[config.mk]
export PLATFORM = sky130hd
export DESIGN_NAME = cii_text_buffer_ctrl
export DESIGN_NICKNAME = d
export VERILOG_FILES = /design/src/rtl/cii_pkg.sv /design/src/rtl/cii_text_addr_map.sv /design/src/rtl/cii_text_buffer_ctrl.sv
export SDC_FILE = /design/constraint.sdc
export NUM_CORES = 1
export LEC_CHECK = 0
export ABC_AREA = 1
export ABC_CLOCK_PERIOD_IN_PS = 12450
export CORE_MARGIN = 5
export CORE_UTILIZATION = 40
export CTS_CLUSTER_SIZE = 40
export DETAILED_ROUTE_END_ITERATION = 8
export PLACE_DENSITY = 0.61
export SYNTH_ARGS = -nofsm -noshare
export SYNTH_HDL_FRONTEND = slang
export SYNTH_SLANG_ARGS = --single-unit
[constraint.sdc]
create_clock -name clk -period 12.45 [get_ports clk]
set_input_delay 1.8675 -clock clk [delete_from_list [all_inputs] [get_ports clk]]
set_output_delay 1.8675 -clock clk [all_outputs]
set_load 0.01 [all_outputs]
[src/rtl/cii_pkg.sv]
// cii_pkg: shared grid geometry, control codes and controller states for the text buffer
package cii_pkg;
    localparam int CHARW = 70;
    localparam int CHARH = 30;
    localparam logic [7:0] BLANK = 8'h20;
    localparam logic [7:0] CR = 8'h0D;
    localparam logic [7:0] LF = 8'h0A;
    localparam logic [7:0] BS = 8'h08;
    typedef enum logic [2:0] {INIT, IDLE, WRITE, NEWLINE, CLEAR, BKSP} state_t;
endpackage

[src/rtl/cii_text_addr_map.sv]
// cii_text_addr_map: logical row/column plus scroll offset to linear text RAM address
module cii_text_addr_map import cii_pkg::*; #(
    parameter int AW = 12
) (
    input  logic [4:0]    row,
    input  logic [6:0]    col,
    input  logic [4:0]    top,
    output logic [AW-1:0] addr
);
    logic [5:0] sum;
    logic [4:0] phys;
    // Rows wrap modulo CHARH with one compare-subtract since both operands are < CHARH
    assign sum  = {1'b0, row} + {1'b0, top};
    assign phys = (sum >= 6'(CHARH)) ? 5'(sum - 6'(CHARH)) : sum[4:0];
    assign addr = AW'(phys) * AW'(CHARW) + AW'(col);
endmodule

[src/rtl/cii_text_buffer_ctrl.sv]
// cii_text_buffer_ctrl: shares the text RAM between display reads and keyboard-driven writes
module cii_text_buffer_ctrl import cii_pkg::*; #(
    parameter int AW = 12
) (
    input  logic          clk,
    input  logic          rst,
    input  logic          key_valid,
    input  logic [7:0]    key_data,
    output logic          key_ready,
    input  logic          disp_req,
    input  logic [6:0]    disp_char_x,
    input  logic [4:0]    disp_char_y,
    output logic [7:0]    disp_data,
    output logic          disp_data_valid,
    output logic [AW-1:0] ram_addr,
    output logic          ram_we,
    output logic [7:0]    ram_wdata,
    input  logic [7:0]    ram_rdata,
    output logic [6:0]    cursor_x,
    output logic [4:0]    cursor_y,
    output logic [4:0]    top_row,
    output logic          busy
);
    localparam int CELLS = CHARW * CHARH;

    state_t        state;
    logic [AW-1:0] cnt;
    logic [7:0]    data;
    logic          oor_q;
    logic          disp_oor;
    logic          bk_nop;
    logic          wr_req;
    logic [6:0]    bk_x;
    logic [6:0]    wr_x;
    logic [4:0]    bk_y;
    logic [4:0]    wr_y;
    logic [AW-1:0] disp_addr;
    logic [AW-1:0] wr_addr;

    cii_text_addr_map #(.AW(AW)) u_disp_map (
        .row  (disp_char_y),
        .col  (disp_char_x),
        .top  (top_row),
        .addr (disp_addr)
    );

    cii_text_addr_map #(.AW(AW)) u_wr_map (
        .row  (wr_y),
        .col  (wr_x),
        .top  (top_row),
        .addr (wr_addr)
    );

    assign disp_oor  = (disp_char_x >= 7'(CHARW)) || (disp_char_y >= 5'(CHARH));
    assign bk_nop    = (cursor_x == '0) && (cursor_y == '0);
    assign bk_x      = (cursor_x != '0) ? cursor_x - 7'd1 : 7'(CHARW - 1);
    assign bk_y      = (cursor_x != '0) ? cursor_y : cursor_y - 5'd1;
    assign wr_x      = (state == CLEAR) ? cnt[6:0] : (state == BKSP) ? bk_x : cursor_x;
    assign wr_y      = (state == CLEAR) ? 5'(CHARH - 1) : (state == BKSP) ? bk_y : cursor_y;
    // Write enable is masked during reset so the INIT state cannot write before release
    assign wr_req    = rst && ((state == INIT) || (state == WRITE) || (state == CLEAR) ||
                               ((state == BKSP) && !bk_nop));
    assign ram_we    = wr_req && !disp_req;
    assign ram_addr  = disp_req ? (disp_oor ? '0 : disp_addr) : (state == INIT) ? cnt : wr_addr;
    assign ram_wdata = (state == WRITE) ? data : BLANK;
    assign busy      = (state != IDLE);
    assign disp_data = (disp_data_valid && !oor_q) ? ram_rdata : 8'h00;

    // Display read pipeline tracks the RAM's one-cycle read latency
    always_ff @(posedge clk or negedge rst) begin
        if (!rst) begin
            disp_data_valid <= 1'b0;
            oor_q           <= 1'b0;
        end else begin
            disp_data_valid <= disp_req;
            oor_q           <= disp_oor;
        end
    end

    // Controller FSM: every RAM-writing state holds still while the display owns the port
    always_ff @(posedge clk or negedge rst) begin
        if (!rst) begin
            state     <= INIT;
            cnt       <= '0;
            data      <= '0;
            cursor_x  <= '0;
            cursor_y  <= '0;
            top_row   <= '0;
            key_ready <= 1'b0;
        end else begin
            case (state)
                INIT: if (!disp_req) begin
                    if (cnt == AW'(CELLS - 1)) begin
                        cnt       <= '0;
                        state     <= IDLE;
                        key_ready <= 1'b1;
                    end else begin
                        cnt <= cnt + 1'b1;
                    end
                end
                IDLE: if (key_valid && key_ready) begin
                    data <= key_data;
                    if (key_data >= 8'h20 && key_data <= 8'h7E) begin
                        state     <= WRITE;
                        key_ready <= 1'b0;
                    end else if (key_data == CR || key_data == LF) begin
                        state     <= NEWLINE;
                        key_ready <= 1'b0;
                    end else if (key_data == BS) begin
                        state     <= BKSP;
                        key_ready <= 1'b0;
                    end
                end
                WRITE: if (!disp_req) begin
                    if (cursor_x < 7'(CHARW - 1)) begin
                        cursor_x  <= cursor_x + 7'd1;
                        state     <= IDLE;
                        key_ready <= 1'b1;
                    end else begin
                        state <= NEWLINE;
                    end
                end
                NEWLINE: begin
                    cursor_x <= '0;
                    if (cursor_y < 5'(CHARH - 1)) begin
                        cursor_y  <= cursor_y + 5'd1;
                        state     <= IDLE;
                        key_ready <= 1'b1;
                    end else begin
                        top_row <= (top_row == 5'(CHARH - 1)) ? '0 : top_row + 5'd1;
                        cnt     <= '0;
                        state   <= CLEAR;
                    end
                end
                CLEAR: if (!disp_req) begin
                    if (cnt == AW'(CHARW - 1)) begin
                        cnt       <= '0;
                        state     <= IDLE;
                        key_ready <= 1'b1;
                    end else begin
                        cnt <= cnt + 1'b1;
                    end
                end
                BKSP: if (bk_nop) begin
                    state     <= IDLE;
                    key_ready <= 1'b1;
                end else if (!disp_req) begin
                    cursor_x  <= bk_x;
                    cursor_y  <= bk_y;
                    state     <= IDLE;
                    key_ready <= 1'b1;
                end
                default: state <= INIT;
            endcase
        end
    end
endmodule

---- Yosys cells after proc, flatten, opt, wreduce, memory -nomap -nowiden ----
Cells that the tools add are included.
storage, ports and cells
  output and inout port bits .............. 49
  RAM bits ................................ 0
  memories kept ........................... 0
  input bits .............................. 32
  bits in latches ......................... 0
  flip-flop bits (word level) ............. 43
  memory bits (read-only) ................. 0
  logic and storage cells ................. 144
cells by class
  $lt $le $gt $ge ......................... 8
  multiplexer cells ....................... 57
  shift operators ......................... 0
  $add $sub $neg .......................... 12
  reduce and logical (&&, ||, !) cells .... 30
  $mul .................................... 2
  bitwise operators ....................... 1
  equal/unequal tests ..................... 25
  divide/modulo/power cells ............... 0
operators with widths
  kind                                                               number
  2-to-1 mux 12 bit                                                  8
  2-to-1 mux 7 bit                                                   7
  2-to-1 mux 5 bit                                                   9
  2-to-1 mux 3 bit                                                   12
  one-hot mux 12 bit (3 select lines)                                1
  adder 12 x 7 -> 12 bit                                             2
  equality test 8 x 4 -> 1 bit, second input constant                3
  multiplier 5 x 6 -> 11 bit, second input constant                  2
  one-hot mux 7 bit (3 select lines)                                 1
  one-hot mux 3 bit (6 select lines)                                 1
  2-to-1 mux 8 bit                                                   2
  != test 2 bit, second input constant                               8
  2-to-1 mux 1 bit                                                   13
  adder 12 x 1 -> 12 bit, second input constant                      1
  adder 5 x 5 -> 6 bit                                               2
  equality test 12 bit, second input constant                        1
  equality test 12 x 7 -> 1 bit, second input constant               1
  greater-or-equal comparator 6 x 5 -> 1 bit, second input constant  2
  AND reduction 11 bit                                               1
  adder 5 x 1 -> 5 bit, second input constant                        2
  one-hot mux 5 bit (2 select lines)                                 1
  subtractor 5 bit, second input constant                            2
  greater-or-equal comparator 8 x 6 -> 1 bit, second input constant  1
  <= comparator 8 x 7 -> 1 bit, second input constant                1
  32 further kinds                                                   51

---- Logic depth before layout (Yosys ltp) ----
Gate-level depths: netlist of run 1.
  word-level depth ........................ 11
  mapped depth ............................ 40
  gate-level depth less buffers ........... 40

---- Hierarchy ----
Synthesis of run 1 repeated with hierarchy kept, for this count alone.
unflattened totals
  cell total of the unflattened synthesis .. 882
  area, all modules ....................... 5,640.4 um^2
by module, submodules not included
  module                cells each  seq. area each (um^2)  instances  area an instance (um^2)
  cii_text_buffer_ctrl  560         1,076.0                1          3,485.8
  cii_text_addr_map     161         0.0                    2          1,077.3

---- Worst setup path after synthesis of run 1 ----
Ideal clock, no wire load.
  path type ............................... input-to-output
  start point ............................. in disp_char_y[0]
  end point ............................... out ram_addr[11]
  slack ................................... 4.878 ns
  path buffers ............................ 0
  data required time ...................... 10.582 ns
  stages on the path ...................... 25
  arrival time ............................ 5.705 ns
  path through ............................ ha_1 fa_1 xor2_1 nand2_1 nor2_2 nand2_2 nand2_2 mux2_2 ha_1 ha_1 ha_1 ha_1 nand2_1 nand2_1 a31oi_1 or2_2 nand2_1 a21oi_1 nor2_1 nand2_1 nor2_1 nand2_1 nand2_1 nand3_1 nand2_1
on the way
  cells in the longest elaborated chain, start to end .. 7
  elaborated cells between the ends (all ways) .. 10
  those cells by class .................... add/sub: 3; mul: 1; order compare: 2; mux: 3; reduce/logical: 1
RTL lines
  element                                                                         RTL line                    source
  start, declared                                                                 cii_text_buffer_ctrl.sv:12  input logic [4:0] disp_char_y,
  adder 5 x 5 -> 6 bit                                                            cii_text_addr_map.sv:13     assign sum = {1'b0, row} + {1'b0, top};
  subtractor 5 bit or greater-or-equal comparator 6 x 5 -> 1 bit (tied branches)  cii_text_addr_map.sv:14     assign phys = (sum >= 6'(CHARH)) ? 5'(sum - 6'(CHARH)) : sum[4:0];
  2-to-1 mux 5 bit                                                                cii_text_addr_map.sv:14
  multiplier 5 x 6 -> 11 bit                                                      cii_text_addr_map.sv:15     assign addr = AW'(phys) * AW'(CHARW) + AW'(col);
  adder 12 x 7 -> 12 bit                                                          cii_text_addr_map.sv:15
  2-to-1 mux 12 bit * (2 in a row)                                                cii_text_buffer_ctrl.sv:64  assign ram_addr = disp_req ? (disp_oor ? '0 : disp_addr) : (state == INIT) ? cnt : wr_addr;
  end, declared                                                                   cii_text_buffer_ctrl.sv:15  output logic [AW-1:0] ram_addr,
Every way passes the cells marked *; elsewhere a longest branch is shown, timed or not.

---- Worst setup path after layout of run 1 ----
  start point ............................. reg cursor_x[0]
  end point ............................... out ram_addr[11]
on the way
  cells in the longest elaborated chain, start to end .. 11
  elaborated cells between the ends (all ways) .. 16
  those cells by class .................... add/sub: 4; mul: 1; order compare: 1; mux: 9; reduce/logical: 1
RTL lines
  element                                                                         RTL line                                                source
  start, declared                                                                 cii_text_buffer_ctrl.sv:19                              output logic [6:0] cursor_x,
  start signal, assigned                                                          cii_text_buffer_ctrl.sv:116                             cursor_x <= cursor_x + 7'd1;
  start signal, assigned                                                          cii_text_buffer_ctrl.sv:148                             cursor_x <= bk_x;
  nonzero test 7 bit                                                              cii_text_buffer_ctrl.sv:56, cii_text_buffer_ctrl.sv:57
  2-to-1 mux 5 bit                                                                cii_text_buffer_ctrl.sv:57                              assign bk_y = (cursor_x != '0) ? cursor_y : cursor_y - 5'd1;
  2-to-1 mux 5 bit (2 in a row)                                                   cii_text_buffer_ctrl.sv:59                              assign wr_y = (state == CLEAR) ? 5'(CHARH - 1) : (state == BKSP) ? bk_y : cursor_y;
  adder 5 x 5 -> 6 bit                                                            cii_text_addr_map.sv:13
  subtractor 5 bit or greater-or-equal comparator 6 x 5 -> 1 bit (tied branches)  cii_text_addr_map.sv:14
  2-to-1 mux 5 bit                                                                cii_text_addr_map.sv:14
  multiplier 5 x 6 -> 11 bit                                                      cii_text_addr_map.sv:15
  adder 12 x 7 -> 12 bit *                                                        cii_text_addr_map.sv:15
  2-to-1 mux 12 bit * (2 in a row)                                                cii_text_buffer_ctrl.sv:64
Marks and branches as above.

==> flow_summary.json, run 1 <==
{
  "path_max_fanout": 8,
  "n_antenna_cell": 0,
  "setup_viol": 0,
  "synth_cell_type_count": 43,
  "holdPathStages": 2,
  "clk_path_buf_depth": 2,
  "syn_nets": 874,
  "cp_slowest_cell": "clkdlybuf4s50_1",
  "synth_edf_count": 0,
  "start_util_pct": 40.8,
  "synth.area.top_cells": "dfrtp_1, ha_1, nand2_1",
  "post-cts-setup-buffers": 0,
  "r2r_setup_slack_ns": 10.00,
  "yosysMostFrequentCell": "nand2_1",
  "nNetsFinal": 953,
  "slowest_delay_ns": 0.47,
  "drt_iter0_markers": 230,
  "hpwl_um": 11700,
  "syn_area_per_cell_um2": 6.64,
  "drcViolationCount": 0,
  "r2r_cells": 15,
  "drt_wl_total_um": 14200,
  "netlist.area_leader.share_pct": 20.8,
  "dp_slack_ns": 3.68,
  "layout-drive-gt1-share_pct": 6.52,
  "finalCriticalPeriod_ns": 8.89,
  "area_growth_pct": 21.4,
  "fmax_ghz": 0.113,
  "finalHoldViolations": 0,
  "grt_max_degree": 45,
  "rsz0062_at_grt": "false",
  "hold_buffers": 0,
  "ys.flop_type": "dfrtp_1",
  "powerDensity_mw_per_mm2": 337,
  "grt_pass1_vias": 5335,
  "ant_nets": 0,
  "routedWlPerCell_um": 13.7,
  "worstReg2RegEnd": "cursor_y[4]",
  "rows": 41,
  "die_h_um": 124,
  "layout_setup_ws_ns": 3.56,
  "die-area_mm2": 0.0153,
  "netlist_area_mm2": 0.00517,
  "ys_seq_area_share_pct": 20.8,
  "fp.dieW_um": 124,
  "htreeDepth": 2,
  "num-fill-cells": 1338,
  "worstSetupEndpointType": "primary output",
  "ys_ff_latch": 43,
  "antenna_found_initial": 0,
  "dr.pass1.iters": 5,
  "grt_pass1_wl_um": 24100,
  "utilization_pct": 49.5,
  "synth_async_sr_flop_share_pct": 100,
  "grtUsageTotal_pct": 19.2,
  "maxCapViolCount": 0,
  "clock_sinks": 43,
  "core-area_mm2": 0.0127,
  "min-delay-start": "data[1]",
  "cts.clk_slew.worst_paths_ns": 0.06,
  "fin_skew_ns": 0.00492,
  "vdd_drop_max_v": 0.000154,
  "vias": 5327,
  "worst_pin_slew_ns": 0.738,
  "port_buffers": 80,
  "synth_warnings": 0,
  "clk_latency_ns": 0.28,
  "outcome": "completed",
  "period_share_pct": 71.4,
  "synth_top_area_cell": "dfrtp_1",
  "gp_congestion": 0.915,
  "cts_buffers": 5,
  "critical_path_buf_inv_count": 3,
  "worstReg2RegStart": "cursor_x[0]",
  "viasPerCell": 5.17,
  "relSlewSlack_pct": 50.6,
  "worstPathRequired_ns": 10.58,
  "yosys-top-cells-count": "nand2_1, inv_1, nor2_1, ha_1, o21ai_0",
  "crit_type": "reg2out",
  "ctsResizeCount": 0,
  "cp_top_family": "simple AND/OR/NAND/NOR gates",
  "setup_tns_ns": 0,
  "whs_endpoint": "data[1]",
  "leakage_nw": 3.10,
  "hold_class": "reg2reg",
  "crit_path_start_kind": "flop",
  "io_pins": 81,
  "cts_root_buf": "clkbuf_16",
  "grt_overflow": 0,
  "drv_slew": 0,
  "syn_inst": 779,
  "cts_tree": "done",
  "cp.arrival_ns": 7.02
}
-- per-stage QoR --
| stage | total power, mW | cell area, um^2 | hold slack (ns) | std cells |
|---|---|---|---|---|
| 2_1_floorplan | 1.51 | 5170 | 0.446 | 779 |
| 3_3_place_gp | 1.94 | 6140 | 0.469 | 1023 |
| 3_5_place_dp | 1.99 | 6140 | 0.481 | 1023 |
| 4_1_cts | 2.12 | 6270 | 0.495 | 1031 |
| 5_1_grt | 2.36 | 6270 | 0.509 | 1031 |
| 6_report | 2.11 | 6270 | 0.487 | 1031 |
-- registers in the layout, summed over array words and instances, names as in the netlist --
| signal | flops |
|---|---|
| cursor_y | 5 |
| cursor_x | 7 |
| data | 8 |
| key_ready | 1 |
| oor_q | 1 |
| cnt | 12 |
| disp_data_valid | 1 |
| state | 3 |
| top_row | 5 |
-- placed cells by master (no fill, tap or decap), types with 3 or more instances in the layout --
cell type and n:
nand2_1 155, inv_1 136, clkdlybuf4s50_1 79, nor2_1 73
ha_1 57, o21ai_0 54, nand3_1 44, a21oi_1 43
dfrtp_1 43, nor3_1 18, xor2_1 18, nand4_1 13
o22ai_1 10, inv_2 9, a31oi_1 9, nand2_2 8
o211ai_1 7, or2_2 7, o31ai_1 7, nor4_1 7
nor2_2 6, o21ai_2 6, fa_1 6, nor2_4 5
a22oi_1 5, clkbuf_16 5, nand3b_1 4, nor3b_1 3
-- worst min-delay path, cell delays in order (launching register included) --
cell and delay (ns):
dfrtp_1 0.35, nand2_1 0.05, o21ai_0 0.06
-- where the power goes --
part | switching [mW] | leakage (nW) | internal [mW] | total (mW)
combinational | 0.999 | 2.49 | 0.724 | 1.72
sequential | 0.0719 | 0.539 | 0.189 | 0.261
clock | 0.0544 | 0.0679 | 0.0743 | 0.129
-- final cells by class --
class / count / area (um^2) / area share, %
Sequential cell: 43 / 1080 / 17.1
Multi-Input combinational cell: 582 / 3500 / 55.8
Timing Repair Buffer: 81 / 803 / 12.8
Clock inverter: 1 / 5.00 / 0.0798
Tap cell: 172 / 215 / 3.43
Clock buffer: 7 / 133 / 2.11
Inverter: 145 / 544 / 8.67
-- per-layer routing --
metal | vias up | track usage (%) | share of wire [%]
met5 | - | 0 | 0
li1 | 2730 | - | -
met2 | 125 | 34.8 | 49
met4 | 0 | 5.26 | 1.6
met1 | 2452 | 24.0 | 47
met3 | 20 | 2.18 | 3.3
-- worst max-delay path by stage --
stage / startpoint / endpoint / slack [ns] / cells past startpoint
6_report: cursor_x[0] / ram_addr[11] / 3.56 / 34
5_1_grt: cursor_x[0] / ram_addr[10] / 2.93 / 35
4_1_cts: cursor_x[0] / ram_addr[11] / 3.63 / 35
3_5_place_dp: disp_char_y[0] / ram_addr[11] / 3.68 / 27
3_3_place_gp: disp_char_y[0] / ram_addr[11] / 3.78 / 27
2_1_floorplan: disp_char_y[0] / ram_addr[11] / 4.88 / 25
-- kinds of logic (layout without fill, tap and decap cells) --
logic type      after synthesis  count (layout)  synth area share [%]
simple gates                347             347                  30.4
buf+inv                     154             234                  11.5
compound gates              150             150                  17.3
fa+ha+maj                    63              63                  16.1
flops                        43              43                  20.8
xor+xnor                     21              21                  3.70
mux                           1               1                 0.218
Power figures use the tool's default switching activity.
==> run 2: changes to the inputs <==
--- a/config.mk
+++ b/config.mk
@@ -6,12 +6,12 @@
 export NUM_CORES = 1
 export LEC_CHECK = 0
 export ABC_AREA = 1
-export ABC_CLOCK_PERIOD_IN_PS = 12450
+export ABC_CLOCK_PERIOD_IN_PS = 7700
 export CORE_MARGIN = 5
 export CORE_UTILIZATION = 40
 export CTS_CLUSTER_SIZE = 40
 export DETAILED_ROUTE_END_ITERATION = 8
-export PLACE_DENSITY = 0.61
+export PLACE_DENSITY = 0.64
 export SYNTH_ARGS = -nofsm -noshare
 export SYNTH_HDL_FRONTEND = slang
 export SYNTH_SLANG_ARGS = --single-unit
==> constraint.sdc (replaced) <==
create_clock -name clk -period 7.7 [get_ports clk]
set_input_delay 1.155 -clock clk [delete_from_list [all_inputs] [get_ports clk]]
set_output_delay 1.155 -clock clk [all_outputs]
set_load 0.01 [all_outputs]
==> run 2 against run 1 <==
Compared with the run above: first-iteration DRC count up 27%; critical endpoint is now ram_addr[8]; routed wire length down 2.0%; worst setup slack lost 3.0 ns; sequential cell count did not move; sequential share of layout area shrank 0.41 points; global-route usage shrank 0.31 points; highest routed layer unchanged; non-clock buffer count up 5; cell count up 0.48%.
==> flow_summary.json, run 2 (synthesis results as in run 1) <==
{
  "worst_pin_slew_ns": 0.710,
  "vias": 5222,
  "worstPathRequired_ns": 6.55,
  "r2r_setup_slack_ns": 5.39,
  "cp_slowest_cell": "fa_2",
  "outcome": "completed",
  "cts.clk_slew.worst_paths_ns": 0.06,
  "clock_sinks": 43,
  "drv_slew": 0,
  "finalNonFillerCells": 1036,
  "fin_hold_ws_ns": 0.485,
  "setup_viol": 0,
  "viasPerCell": 5.04,
  "placed_cells": 1024,
  "cts_buffers": 5,
  "crit_path_start_kind": "flop",
  "port_buffers": 80,
  "path_max_fanout": 7,
  "clk_latency_ns": 0.29,
  "fp.dieW_um": 124,
  "layout_commonest_cell": "nand2_1",
  "period_share_pct": 92.6,
  "clk_path_buf_depth": 2,
  "finalHoldViolations": 0,
  "start_util_pct": 40.8,
  "n_antenna_cell": 0,
  "r2r_cells": 10,
  "hold_class": "reg2reg",
  "cp.arrival_ns": 5.98,
  "mostFrequentLayoutCells": "nand2_1, inv_1, clkdlybuf4s50_1, nor2_1, ha_1",
  "drt_wl_total_um": 13900,
  "whs_endpoint": "data[1]",
  "crit_type": "reg2out",
  "fmax_ghz": 0.140,
  "cts_root_buf": "clkbuf_16",
  "grt_max_degree": 45,
  "maxCapViolCount": 0,
  "hpwl_um": 11300,
  "nNetsFinal": 958,
  "die_h_um": 124,
  "largestRegisters": "cnt x12, data x8, cursor_x x7",
  "core-area_mm2": 0.0127,
  "min-delay-start": "data[1]",
  "holdPathStages": 2,
  "finish.instance_area_mm2": 0.00644,
  "place_area_mm2": 0.00614,
  "grt_pass1_wl_um": 23700,
  "rows": 41,
  "worstSetupEndpointType": "primary output",
  "cts_tree": "done",
  "critPathMostFrequentCell": "ha_1",
  "drcViolationCount": 0,
  "ant_nets": 0,
  "grt_pass1_vias": 5029,
  "regMostFlops": "cnt",
  "routedWlPerCell_um": 13.4,
  "die-area_mm2": 0.0153,
  "antenna_found_initial": 0,
  "largest_reg_flops": 12,
  "io_pins": 81,
  "gp_congestion": 0.849,
  "layout-drive-gt1-share_pct": 9.14,
  "grt_overflow": 0,
  "worstReg2RegEnd": "cnt[4]",
  "finalCriticalPeriod_ns": 7.13,
  "htreeDepth": 2,
  "slowest_delay_ns": 0.57,
  "area_growth_pct": 24.6,
  "hold_buffers": 0,
  "worstReg2RegStart": "state[1]",
  "relSlewSlack_pct": 52.5,
  "dr.pass1.iters": 5,
  "drt_iter0_markers": 291,
  "fin_skew_ns": 0.00403,
  "grtUsageTotal_pct": 18.9
}
-- run 2: what timing repair did --
item,CTS,global route
endpoints found under the setup margin,3,7
gates resized for setup,1,28
hold endpoints to repair,0,0
buffers inserted,0,4
pin swaps,0,8
gates cloned,0,0
-- run 2: worst max-delay path by stage --
stage	start	end	slack (ns)
4_1_cts	cursor_x[0]	ram_addr[11]	0.03
2_1_floorplan	cursor_x[0]	ram_addr[11]	1.31
3_5_place_dp	cursor_x[0]	ram_addr[11]	0.26
6_report	cursor_x[0]	ram_addr[8]	0.57
5_1_grt	cursor_x[1]	ram_addr[8]	-0.0007
3_3_place_gp	cursor_x[0]	ram_addr[11]	0.37
-- run 2: through the flow --
step | setup slack (ns) | setup TNS (ns) | util, %
floorplan | 1.31 | 0 | -
finish | 0.568 | 0 | 50.9
global route | -0.000723 | -0.000723 | 50.9
CTS | 0.0288 | 0 | 50.0
global placement | 0.365 | 0 | 48.5
detailed placement | 0.257 | 0 | 48.5
-- run 2: worst max-delay path: cells and delay by family, from the launching register on --
| family | cells | cell delay, ns |
|---|---|---|
| simple gates | 12 | 1.56 |
| compound gates | 7 | 0.92 |
| flops | 1 | 0.45 |
| fa+ha+maj | 7 | 2.06 |
| buf+inv | 7 | 0.68 |
-- run 2: routing by layer --
layer,global-route usage (%),vias up,routed length (um)
met1,25.3,2358,6670
met3,2.82,12,613
met2,32.1,111,6440
li1,-,2741,-
met5,0,-,0
met4,4.22,0,165
-- run 2: area by class of cell --
cell class                 instances  area, um^2
fill                            1343        6230
timing repair buffer              86         856
clock inverter                     2        60.1
tap                              172         215
multi-input combinational        582        3560
inverter                         145         547
sequential                        43        1080
clock buffer                       6         129
Power of run 2 is not shown: default switching activity piles up to over one toggle a cycle in this logic, so the estimate is an artifact.
==> run 3: changes to the inputs <==
--- a/config.mk
+++ b/config.mk
@@ -6,12 +6,12 @@
 export NUM_CORES = 1
 export LEC_CHECK = 0
 export ABC_AREA = 1
-export ABC_CLOCK_PERIOD_IN_PS = 7700
+export ABC_CLOCK_PERIOD_IN_PS = 6870
 export CORE_MARGIN = 5
 export CORE_UTILIZATION = 40
 export CTS_CLUSTER_SIZE = 40
 export DETAILED_ROUTE_END_ITERATION = 8
-export PLACE_DENSITY = 0.64
+export PLACE_DENSITY = 0.61
 export SYNTH_ARGS = -nofsm -noshare
 export SYNTH_HDL_FRONTEND = slang
 export SYNTH_SLANG_ARGS = --single-unit
==> constraint.sdc (replaced) <==
create_clock -name clk -period 6.87 [get_ports clk]
set_input_delay 1.0305 -clock clk [delete_from_list [all_inputs] [get_ports clk]]
set_output_delay 1.0305 -clock clk [all_outputs]
set_load 0.01 [all_outputs]
==> run 3 against run 2 <==
Compared with the run above: critical endpoint is now ram_addr[10]; clock-buffer cell count stayed put; non-clock buffer count rose by 82; cell count is 7.8% higher; cell area rose by 12%; die area stayed put; routed wire length increased by 11%; via count rose by 8.4%; worst hold slack got worse by 0.00079 ns; register-to-register slack lost 0.92 ns; global-route usage rose by 1.6 points; sequential cell count unchanged.
==> flow_summary.json, run 3 (synthesis results as in run 1) <==
{
  "outcome": "completed",
  "viasPerCell": 5.07,
  "cp_slowest_cell": "dfrtp_1",
  "ant_nets": 0,
  "hold_class": "reg2reg",
  "routedWlPerCell_um": 13.8,
  "relSlewSlack_pct": 52.0,
  "crit_type": "reg2out",
  "largestRegisters": "cnt x12, data x8, cursor_x x7",
  "rsz0062_at_grt": "true",
  "grt_pass1_wl_um": 25600,
  "area_growth_pct": 39.7,
  "cp.arrival_ns": 5.59,
  "htreeDepth": 2,
  "grt_pass1_vias": 5585,
  "vias": 5660,
  "hpwl_um": 12500,
  "dr.pass1.iters": 5,
  "core-area_mm2": 0.0127,
  "cts_root_buf": "clkbuf_16",
  "grtUsageTotal_pct": 20.5,
  "worst_pin_slew_ns": 0.718,
  "critPathMostFrequentCell": "nand2_1",
  "finalCriticalPeriod_ns": 6.62,
  "cts.clk_slew.worst_paths_ns": 0.06,
  "maxCapViolCount": 0,
  "start_util_pct": 40.8,
  "setup_viol": 0,
  "mostFrequentLayoutCells": "nand2_1, inv_1, buf_4, clkdlybuf4s50_1, nor2_1",
  "layout-drive-gt1-share_pct": 21.3,
  "fp.dieW_um": 124,
  "regArea_mm2": 0.00108,
  "die-area_mm2": 0.0153,
  "worstSetupEndpointType": "primary output",
  "regMostFlops": "cnt",
  "grt_overflow": 0,
  "drcViolationCount": 0,
  "fin_skew_ns": 0.00371,
  "path_max_fanout": 6,
  "cts_buffers": 5,
  "crit_path_start_kind": "flop",
  "clock_sinks": 43,
  "layout_commonest_cell": "nand2_1",
  "drt_wl_total_um": 15400,
  "clk_latency_ns": 0.29,
  "io_pins": 81,
  "utilization_pct": 57.0,
  "drt_iter0_markers": 276,
  "rows": 41,
  "multiInputGateArea_mm2": 0.00378,
  "drv_slew": 0,
  "finalHoldViolations": 0,
  "num-fill-cells": 1255,
  "antenna_found_initial": 0,
  "port_buffers": 80,
  "nNetsFinal": 1040,
  "grt_max_degree": 45,
  "n_antenna_cell": 0,
  "clk_path_buf_depth": 2,
  "die_h_um": 124,
  "period_share_pct": 96.3,
  "slowest_delay_ns": 0.38,
  "cts_tree": "done",
  "fmax_ghz": 0.151,
  "largest_reg_flops": 12,
  "gp_congestion": 0.928,
  "worstPathRequired_ns": 5.84
}
==> run 3: repair_timing <==
action	CTS	global route
setup buffers	5	9
setup endpoints to repair	7	8
pin swaps	16	45
hold buffers	0	0
gates resized for setup	24	67
==> run 3: worst max-delay path, delay by kind of cell (launching register included) <==
kind | cells | cell delay (ns)
compound gates | 8 | 0.89
fa+ha+maj | 6 | 1.46
buf+inv | 6 | 0.61
flops | 1 | 0.38
simple gates | 18 | 1.93
==> run 3: metal layers <==
| layer | track usage [%] | wire (um) | up-vias |
|---|---|---|---|
| met5 | 0 | 0 | - |
| met4 | 4.71 | 159 | 0 |
| met3 | 2.50 | 644 | 12 |
| met2 | 36.9 | 7660 | 132 |
| met1 | 26.1 | 6940 | 2617 |
| li1 | - | - | 2899 |
==> run 3: cell type report <==
| type | instances | share of cell area [%] |
|---|---|---|
| inverters | 145 | 7.57 |
| flip-flops and latches | 43 | 14.9 |
| repair buffers | 168 | 20.0 |
| clock buffers | 6 | 1.78 |
| clock inverters | 1 | 0.416 |
| multi-input cells | 582 | 52.3 |
| well taps | 172 | 2.98 |
==> run 3: metrics by stage <==
step | hold slack [ns] | setup WS, ns | instances | cell area (um^2) | TNS (ns)
global placement | 0.467 | -0.0732 | 1096 | 6690 | -0.145
floorplan | 0.446 | 0.601 | 779 | 5170 | 0
detailed placement | 0.477 | -0.138 | 1096 | 6690 | -0.504
finish | 0.484 | 0.252 | 1117 | 7220 | 0
global route | 0.509 | -0.164 | 1117 | 7220 | -0.494
CTS | 0.492 | 0.0126 | 1108 | 6960 | 0
==> run 3: final timing paths <==
| path | start | end | slack, ns | depth (start not counted) |
|---|---|---|---|---|
| max | cursor_x[1] | ram_addr[10] | 0.25 | 38 |
| min | data[2] | data[2] | 0.48 | 2 |
| max reg2reg | cursor_x[1] | state[2] | 4.47 | 14 |
| min reg2reg | data[2] | data[2] | 0.48 | 2 |
| max in group asynchronous | rst | top_row[1] | 5.65 | 2 |
| min in group asynchronous | rst | cnt[0] | 0.82 | 2 |
Power of run 3 is left out for the same reason.
